===== src/rtl/uart_full_duplex_cfg.sv =====
`timescale 1ns/1ps
// Configurable full-duplex UART (DATA_BITS, optional even/odd parity, 1-2 stop bits) with synchronized, glitch-filtered receiver.
// tx_send is level-sampled only while idle and never queued; rx_flag and the error flags stay set until rx_flag_clr.
module uart_full_duplex_cfg #(
  parameter int baud_rate  = 5210,
  parameter int DATA_BITS  = 8,
  parameter int PARITY_EN  = 0,
  parameter int PARITY_ODD = 0,
  parameter int STOP_BITS  = 1
) (
  input  logic                 clk,
  input  logic                 rst_n,
  input  logic [DATA_BITS-1:0] tx_data,
  input  logic                 tx_send,
  output logic                 tx,
  output logic                 tx_busy,
  output logic                 tx_finish,
  input  logic                 rx,
  input  logic                 rx_flag_clr,
  output logic                 rx_flag,
  output logic [DATA_BITS-1:0] rx_data,
  output logic                 rx_parity_err,
  output logic                 rx_frame_err,
  output logic                 rx_overrun
);
  localparam int CW = $clog2(baud_rate);
  localparam int IW = $clog2(DATA_BITS + 1);
  localparam logic [CW-1:0] BIT_LAST  = CW'(baud_rate - 1);
  localparam logic [CW-1:0] HALF_LAST = CW'(baud_rate / 2 - 1);
  localparam logic [IW-1:0] DATA_LAST = IW'(DATA_BITS - 1);
  localparam logic [IW-1:0] STOP_LAST = IW'(STOP_BITS - 1);
  localparam logic          HAS_PAR   = (PARITY_EN != 0);
  localparam logic          PAR_INIT  = (PARITY_ODD != 0);

  typedef enum logic [2:0] {S_IDLE, S_START, S_DATA, S_PARITY, S_STOP} state_e;

  state_e               tx_state_q;
  logic [CW-1:0]        tx_cnt_q;
  logic [IW-1:0]        tx_idx_q;
  logic [DATA_BITS-1:0] tx_sh_q;
  logic                 tx_par_q, tx_q, tx_busy_q, tx_finish_q;

  always_ff @(posedge clk or negedge rst_n) begin
    if (!rst_n) begin
      tx_state_q  <= S_IDLE;
      tx_cnt_q    <= '0;
      tx_idx_q    <= '0;
      tx_sh_q     <= '0;
      tx_par_q    <= 1'b0;
      tx_q        <= 1'b1;
      tx_busy_q   <= 1'b0;
      tx_finish_q <= 1'b0;
    end else begin
      tx_finish_q <= 1'b0;
      if (tx_state_q == S_IDLE) begin
        if (tx_send) begin
          tx_sh_q    <= tx_data;
          tx_par_q   <= (^tx_data) ^ PAR_INIT;
          tx_q       <= 1'b0;
          tx_busy_q  <= 1'b1;
          tx_cnt_q   <= '0;
          tx_state_q <= S_START;
        end
      end else if (tx_cnt_q != BIT_LAST) begin
        tx_cnt_q <= tx_cnt_q + 1'b1;
      end else begin
        tx_cnt_q <= '0;
        case (tx_state_q)
          S_START: begin
            tx_q       <= tx_sh_q[0];
            tx_sh_q    <= tx_sh_q >> 1;
            tx_idx_q   <= '0;
            tx_state_q <= S_DATA;
          end
          S_DATA: begin
            if (tx_idx_q != DATA_LAST) begin
              tx_q     <= tx_sh_q[0];
              tx_sh_q  <= tx_sh_q >> 1;
              tx_idx_q <= tx_idx_q + 1'b1;
            end else if (HAS_PAR) begin
              tx_q       <= tx_par_q;
              tx_state_q <= S_PARITY;
            end else begin
              tx_q       <= 1'b1;
              tx_idx_q   <= '0;
              tx_state_q <= S_STOP;
            end
          end
          S_PARITY: begin
            tx_q       <= 1'b1;
            tx_idx_q   <= '0;
            tx_state_q <= S_STOP;
          end
          S_STOP: begin
            // Finishing here lets a tx_send seen in the tx_finish cycle start the next frame at once.
            if (tx_idx_q != STOP_LAST) begin
              tx_idx_q <= tx_idx_q + 1'b1;
            end else begin
              tx_busy_q   <= 1'b0;
              tx_finish_q <= 1'b1;
              tx_state_q  <= S_IDLE;
            end
          end
          default: tx_state_q <= S_IDLE;
        endcase
      end
    end
  end

  logic rx_s1_q, rx_s2_q;

  always_ff @(posedge clk or negedge rst_n) begin
    if (!rst_n) begin
      rx_s1_q <= 1'b1;
      rx_s2_q <= 1'b1;
    end else begin
      rx_s1_q <= rx;
      rx_s2_q <= rx_s1_q;
    end
  end

  state_e               rx_state_q;
  logic [CW-1:0]        rx_cnt_q;
  logic [IW-1:0]        rx_idx_q;
  logic [DATA_BITS-1:0] rx_sh_q, rx_data_q;
  logic                 rx_perr_pend_q, rx_flag_q, rx_perr_q, rx_ferr_q, rx_ovr_q;

  always_ff @(posedge clk or negedge rst_n) begin
    if (!rst_n) begin
      rx_state_q     <= S_IDLE;
      rx_cnt_q       <= '0;
      rx_idx_q       <= '0;
      rx_sh_q        <= '0;
      rx_data_q      <= '0;
      rx_perr_pend_q <= 1'b0;
      rx_flag_q      <= 1'b0;
      rx_perr_q      <= 1'b0;
      rx_ferr_q      <= 1'b0;
      rx_ovr_q       <= 1'b0;
    end else begin
      if (rx_flag_clr) begin
        rx_flag_q <= 1'b0;
        rx_perr_q <= 1'b0;
        rx_ferr_q <= 1'b0;
        rx_ovr_q  <= 1'b0;
      end
      case (rx_state_q)
        S_IDLE: begin
          if (!rx_s2_q) begin
            rx_cnt_q   <= '0;
            rx_state_q <= S_START;
          end
        end
        S_START: begin
          // Line back high at mid-start means a glitch, not a frame.
          if (rx_cnt_q != HALF_LAST) begin
            rx_cnt_q <= rx_cnt_q + 1'b1;
          end else begin
            rx_cnt_q   <= '0;
            rx_idx_q   <= '0;
            rx_state_q <= rx_s2_q ? S_IDLE : S_DATA;
          end
        end
        S_DATA: begin
          if (rx_cnt_q != BIT_LAST) begin
            rx_cnt_q <= rx_cnt_q + 1'b1;
          end else begin
            rx_cnt_q <= '0;
            rx_sh_q  <= {rx_s2_q, rx_sh_q[DATA_BITS-1:1]};
            if (rx_idx_q != DATA_LAST) rx_idx_q <= rx_idx_q + 1'b1;
            else rx_state_q <= HAS_PAR ? S_PARITY : S_STOP;
          end
        end
        S_PARITY: begin
          if (rx_cnt_q != BIT_LAST) begin
            rx_cnt_q <= rx_cnt_q + 1'b1;
          end else begin
            rx_cnt_q       <= '0;
            rx_perr_pend_q <= (^rx_sh_q) ^ rx_s2_q ^ PAR_INIT;
            rx_state_q     <= S_STOP;
          end
        end
        S_STOP: begin
          // Completion overrides a simultaneous rx_flag_clr.
          if (rx_cnt_q != BIT_LAST) begin
            rx_cnt_q <= rx_cnt_q + 1'b1;
          end else begin
            rx_cnt_q   <= '0;
            rx_data_q  <= rx_sh_q;
            rx_flag_q  <= 1'b1;
            rx_perr_q  <= HAS_PAR & rx_perr_pend_q;
            rx_ferr_q  <= ~rx_s2_q;
            rx_ovr_q   <= (rx_ovr_q | rx_flag_q) & ~rx_flag_clr;
            rx_state_q <= S_IDLE;
          end
        end
        default: rx_state_q <= S_IDLE;
      endcase
    end
  end

  assign tx            = tx_q;
  assign tx_busy       = tx_busy_q;
  assign tx_finish     = tx_finish_q;
  assign rx_flag       = rx_flag_q;
  assign rx_data       = rx_data_q;
  assign rx_parity_err = rx_perr_q;
  assign rx_frame_err  = rx_ferr_q;
  assign rx_overrun    = rx_ovr_q;
endmodule


===== config.mk =====
export PLATFORM = sky130hd
export DESIGN_NAME = uart_full_duplex_cfg
export DESIGN_NICKNAME = d
export VERILOG_FILES = /design/src/rtl/uart_full_duplex_cfg.sv
export SDC_FILE = /design/constraint.sdc
export NUM_CORES = 1
export LEC_CHECK = 0
export ABC_AREA = 0
export ABC_CLOCK_PERIOD_IN_PS = 2400
export CAP_MARGIN = 20
export CORE_MARGIN = 4
export CORE_UTILIZATION = 40
export DETAILED_ROUTE_END_ITERATION = 8
export GPL_ROUTABILITY_DRIVEN = 0
export SLEW_MARGIN = 20
export SYNTH_ARGS = -nofsm -noshare
export SYNTH_HDL_FRONTEND = slang
export SYNTH_SLANG_ARGS = --single-unit

===== constraint.sdc =====
create_clock -name clk -period 2.4 [get_ports clk]
set_clock_uncertainty 0.2 [all_clocks]
set_input_delay 0.48 -clock clk [delete_from_list [all_inputs] [get_ports clk]]
set_output_delay 0.48 -clock clk [all_outputs]
set_load 0.01 [all_outputs]

==> results_dict.tcl <==
set metrics [dict create \
    r2r_cells 6 \
    ir_drop_v 0.000446 \
    numCtsBuffers 9 \
    num-nets-final 456 \
    r2r-start "tx_cnt_q[7]" \
    grt_overflow 0 \
    status "completed" \
    critical_path_class "reg2reg" \
    total_power_mw 3.69 \
    power_frac_comb 0.283 \
    worstHoldStart "rx_s1_q" \
    area_growth_pct 22.4 \
    power.leakage_nw 2.00 \
    yosysTopAreaCellShare 0.479 \
    core-area_sq_mm 0.00881 \
    worst_slew_pin_slew_ps 652 \
    critPathMaxFanout 8 \
    via_count 2931 \
    setup_violations 0 \
    maxCapViolCount 0 \
    drc 0 \
    wl_per_cell_um 14.0 \
    syn-num-nets 406 \
    p_per_area_mw_per_mm2 824 \
    crit_required_ps 2430 \
    antenna_found_initial 0 \
    drv_slew 0 \
    synth_edf_count 0 \
    seqPwrFrac 0.401 \
    dieArea_sq_mm 0.0107 \
    r2r_slack_ps 90 \
    cts_sinks 73 \
    die_w_um 104 \
    drive_gt1_frac 0.152 \
    grt_pass1_wl_um 13600 \
    whs_path_depth 0 \
    clk_latency_ps 350 \
    synth-warning-count 0 \
    cts_tree "yes" \
    track_usage 0.152 \
    setup.worst_path.start_class "flop" \
    mappedNetlistArea_sq_mm 0.00365 \
    cts_max_path_buffers 2 \
    clkPwrFrac 0.316 \
    rsz0062_at_grt "false" \
    fmax_ghz 0.433 \
    dr.pass1.iters 5 \
    crit_path_max_incr_delay_ps 560 \
    slew_headroom 0.562 \
    ys.flop_type "dfrtp_1" \
    wirelength_um 7680 \
    cp.arrival_ps 2340 \
    synth_area_per_cell_sq_um 9.49 \
    die_h_um 104 \
    synth-seq-cells 73 \
    antennaDiodeCount 0 \
    fin_crit_ps 2310 \
    io_pins 28 \
    grt_pass1_vias 2866 \
    layout_worst_path_cycle_share 0.961 \
    crit_chain "or4b_4, nor3_4, nand2_1, a221oi_4, buf_6, mux2_2" \
    numPortBuffers 27 \
    path_clk_slew_ps 80 \
    yosys.area.top_type "dfrtp_1" \
    initial_core_util 0.415 \
    drtIter0Drc 97 \
    critPathSlowestCell "or4b_4" \
    syn_inst 385 \
    synth.area.top_cells "dfrtp_1 (48%), nand2_1 (8.1%), o21ai_0 (6.2%)" \
    synth_cell_type_count 48 \
    cts_root_buf "clkbuf_8" \
    finalHoldViolCount 0 \
    antenna_left 0 \
    reg2reg_to "tx_sh_q[2]" \
    swShare 0.313 \
    grt_max_degree 47 \
    ys_seq_area_frac 0.501 \
    hpwl_um 5350 \
    async_flop_share 1.00 \
    avgViaCountPerCell 5.35 \
    final.setup.tns_ps 0 \
    p_int_mw 2.53 \
    min_to "rx_s2_q" \
    num_rows 34 \
    htree_levels 3 \
    p_switching_mw 1.15 \
    whs_ps 161 \
    hold_path_class "reg2reg" \
    end_kind "flop" \
]
==> cell type report <==
type	count	area [sq um]
fillers	826	4330
flip-flops and latches	73	1830
multi-input cells	287	1740
repair buffers	52	474
well taps	108	135
clock buffers	9	124
clock inverters	7	119
inverters	12	45.0
==> repair_timing <==
| item | CTS | global route |
|---|---|---|
| buffers inserted | 0 | 1 |
| gates resized for setup | 0 | 2 |
| hold buffers | 1 | 0 |
| endpoints found under the setup margin | 0 | 25 |
| endpoints found under the hold margin | 27 | 0 |
==> layout by cell type, fill, tap and decap left out, drive strengths merged, types with 3 or more instances in the layout <==
master / netlist / layout
bufinv: 0 / 3
clkbuf: 12 / 9
nand4: 8 / 8
and3: 6 / 6
a31oi: 6 / 6
nand3: 12 / 12
and2: 3 / 3
or3: 5 / 5
clkdlybuf4s50: 0 / 26
dfrtp: 70 / 70
nor3b: 5 / 5
a22o: 3 / 3
nor3: 7 / 7
o211ai: 3 / 3
o21ai: 45 / 45
nand2: 79 / 79
buf: 1 / 25
ha: 8 / 8
dfstp: 3 / 3
nor2: 21 / 21
nor4bb: 4 / 4
o31ai: 8 / 8
a21oi: 10 / 10
nand3b: 4 / 4
nand2b: 5 / 5
inv: 12 / 12
mux2: 15 / 15
and4: 4 / 4
a21o: 3 / 3
==> critical path, delay by kind of cell (launching register included) <==
| kind | cells | cell delay [ps] |
|---|---|---|
| multiplexers | 1 | 340 |
| flip-flops | 1 | 380 |
| AO/OA/AOI/OAI | 1 | 280 |
| buffers and inverters | 1 | 170 |
| AND/OR/NAND/NOR | 3 | 820 |
==> metal layers <==
| layer | vias up | GRT usage | wire length (um) |
|---|---|---|---|
| li1 | 1472 | - | - |
| met3 | 2 | 0.0498 | 355 |
| met2 | 54 | 0.237 | 3590 |
| met1 | 1403 | 0.200 | 3700 |
| met5 | - | 0 | 0 |
| met4 | 0 | 0.0494 | 40 |
==> synthesized netlist by cell type, drive strengths merged (5+ instances only) <==
master,n
a31oi,6
nand4,8
nor2,21
o21ai,45
nand2,79
inv,12
mux2,15
dfrtp,70
o31ai,8
or3,5
nand3,12
ha,8
nand2b,5
a21oi,10
nor3,7
clkbuf,12
and3,6
nor3b,5
==> power groups by stage <==
stage / clock network [mW] / logic, mW / registers, mW
CTS: 1.20 / 1.03 / 1.48
finish: 1.16 / 1.04 / 1.48
global placement: 0 / 1.00 / 1.50
global route: 1.25 / 1.18 / 1.50
detailed placement: 0 / 1.03 / 1.50
floorplan: 0 / 0.673 / 1.47
==> metrics by stage <==
| step | setup slack [ps] | instance area (sq um) | util | instances |
|---|---|---|---|---|
| finish | 92.9 | 4470 | 0.508 | 548 |
| global route | 17.4 | 4470 | 0.508 | 548 |
| CTS | 53.7 | 4440 | 0.505 | 547 |
| detailed placement | 76.5 | 4190 | 0.476 | 530 |
| global placement | 118 | 4190 | 0.476 | 530 |
| floorplan | 44.4 | 3650 | - | 385 |
==> logic make-up (layout without fill, tap and decap cells) <==
logic type,after synthesis,after routing,share of synthesized area
XOR/XNOR,4,4,0.00959
buffers and inverters,25,80,0.0260
multiplexers,15,15,0.0462
flip-flops,73,73,0.501
AO/OA/AOI/OAI,88,88,0.151
adder cells (fa/ha/maj),8,8,0.0274
AND/OR/NAND/NOR,172,172,0.239
==> worst max path at each step <==
| stage | endpoint | depth (start not counted) | startpoint |
|---|---|---|---|
| after floorplan | tx_sh_q[0] | 5 | tx_cnt_q[7] |
| after global placement | tx_sh_q[0] | 6 | tx_cnt_q[7] |
| after detailed placement | rx_idx_q[3] | 6 | rx_cnt_q[1] |
| after CTS | rx_idx_q[3] | 6 | rx_cnt_q[1] |
| after global routing | tx_sh_q[1] | 6 | tx_cnt_q[8] |
| final | tx_sh_q[2] | 6 | tx_cnt_q[7] |
==> state kept, by name, indices dropped and copies added (netlist names) <==
name,cells
rx_cnt_q,13
rx_data,8
rx_flag,1
rx_frame_err,1
rx_idx_q,4
rx_overrun,1
rx_parity_err,1
rx_s1_q,1
rx_s2_q,1
rx_sh_q,8
rx_state_q,3
tx,1
tx_busy,1
tx_cnt_q,13
tx_finish,1
tx_idx_q,4
tx_sh_q,8
tx_state_q,3
Power figures use the tool's default switching activity.
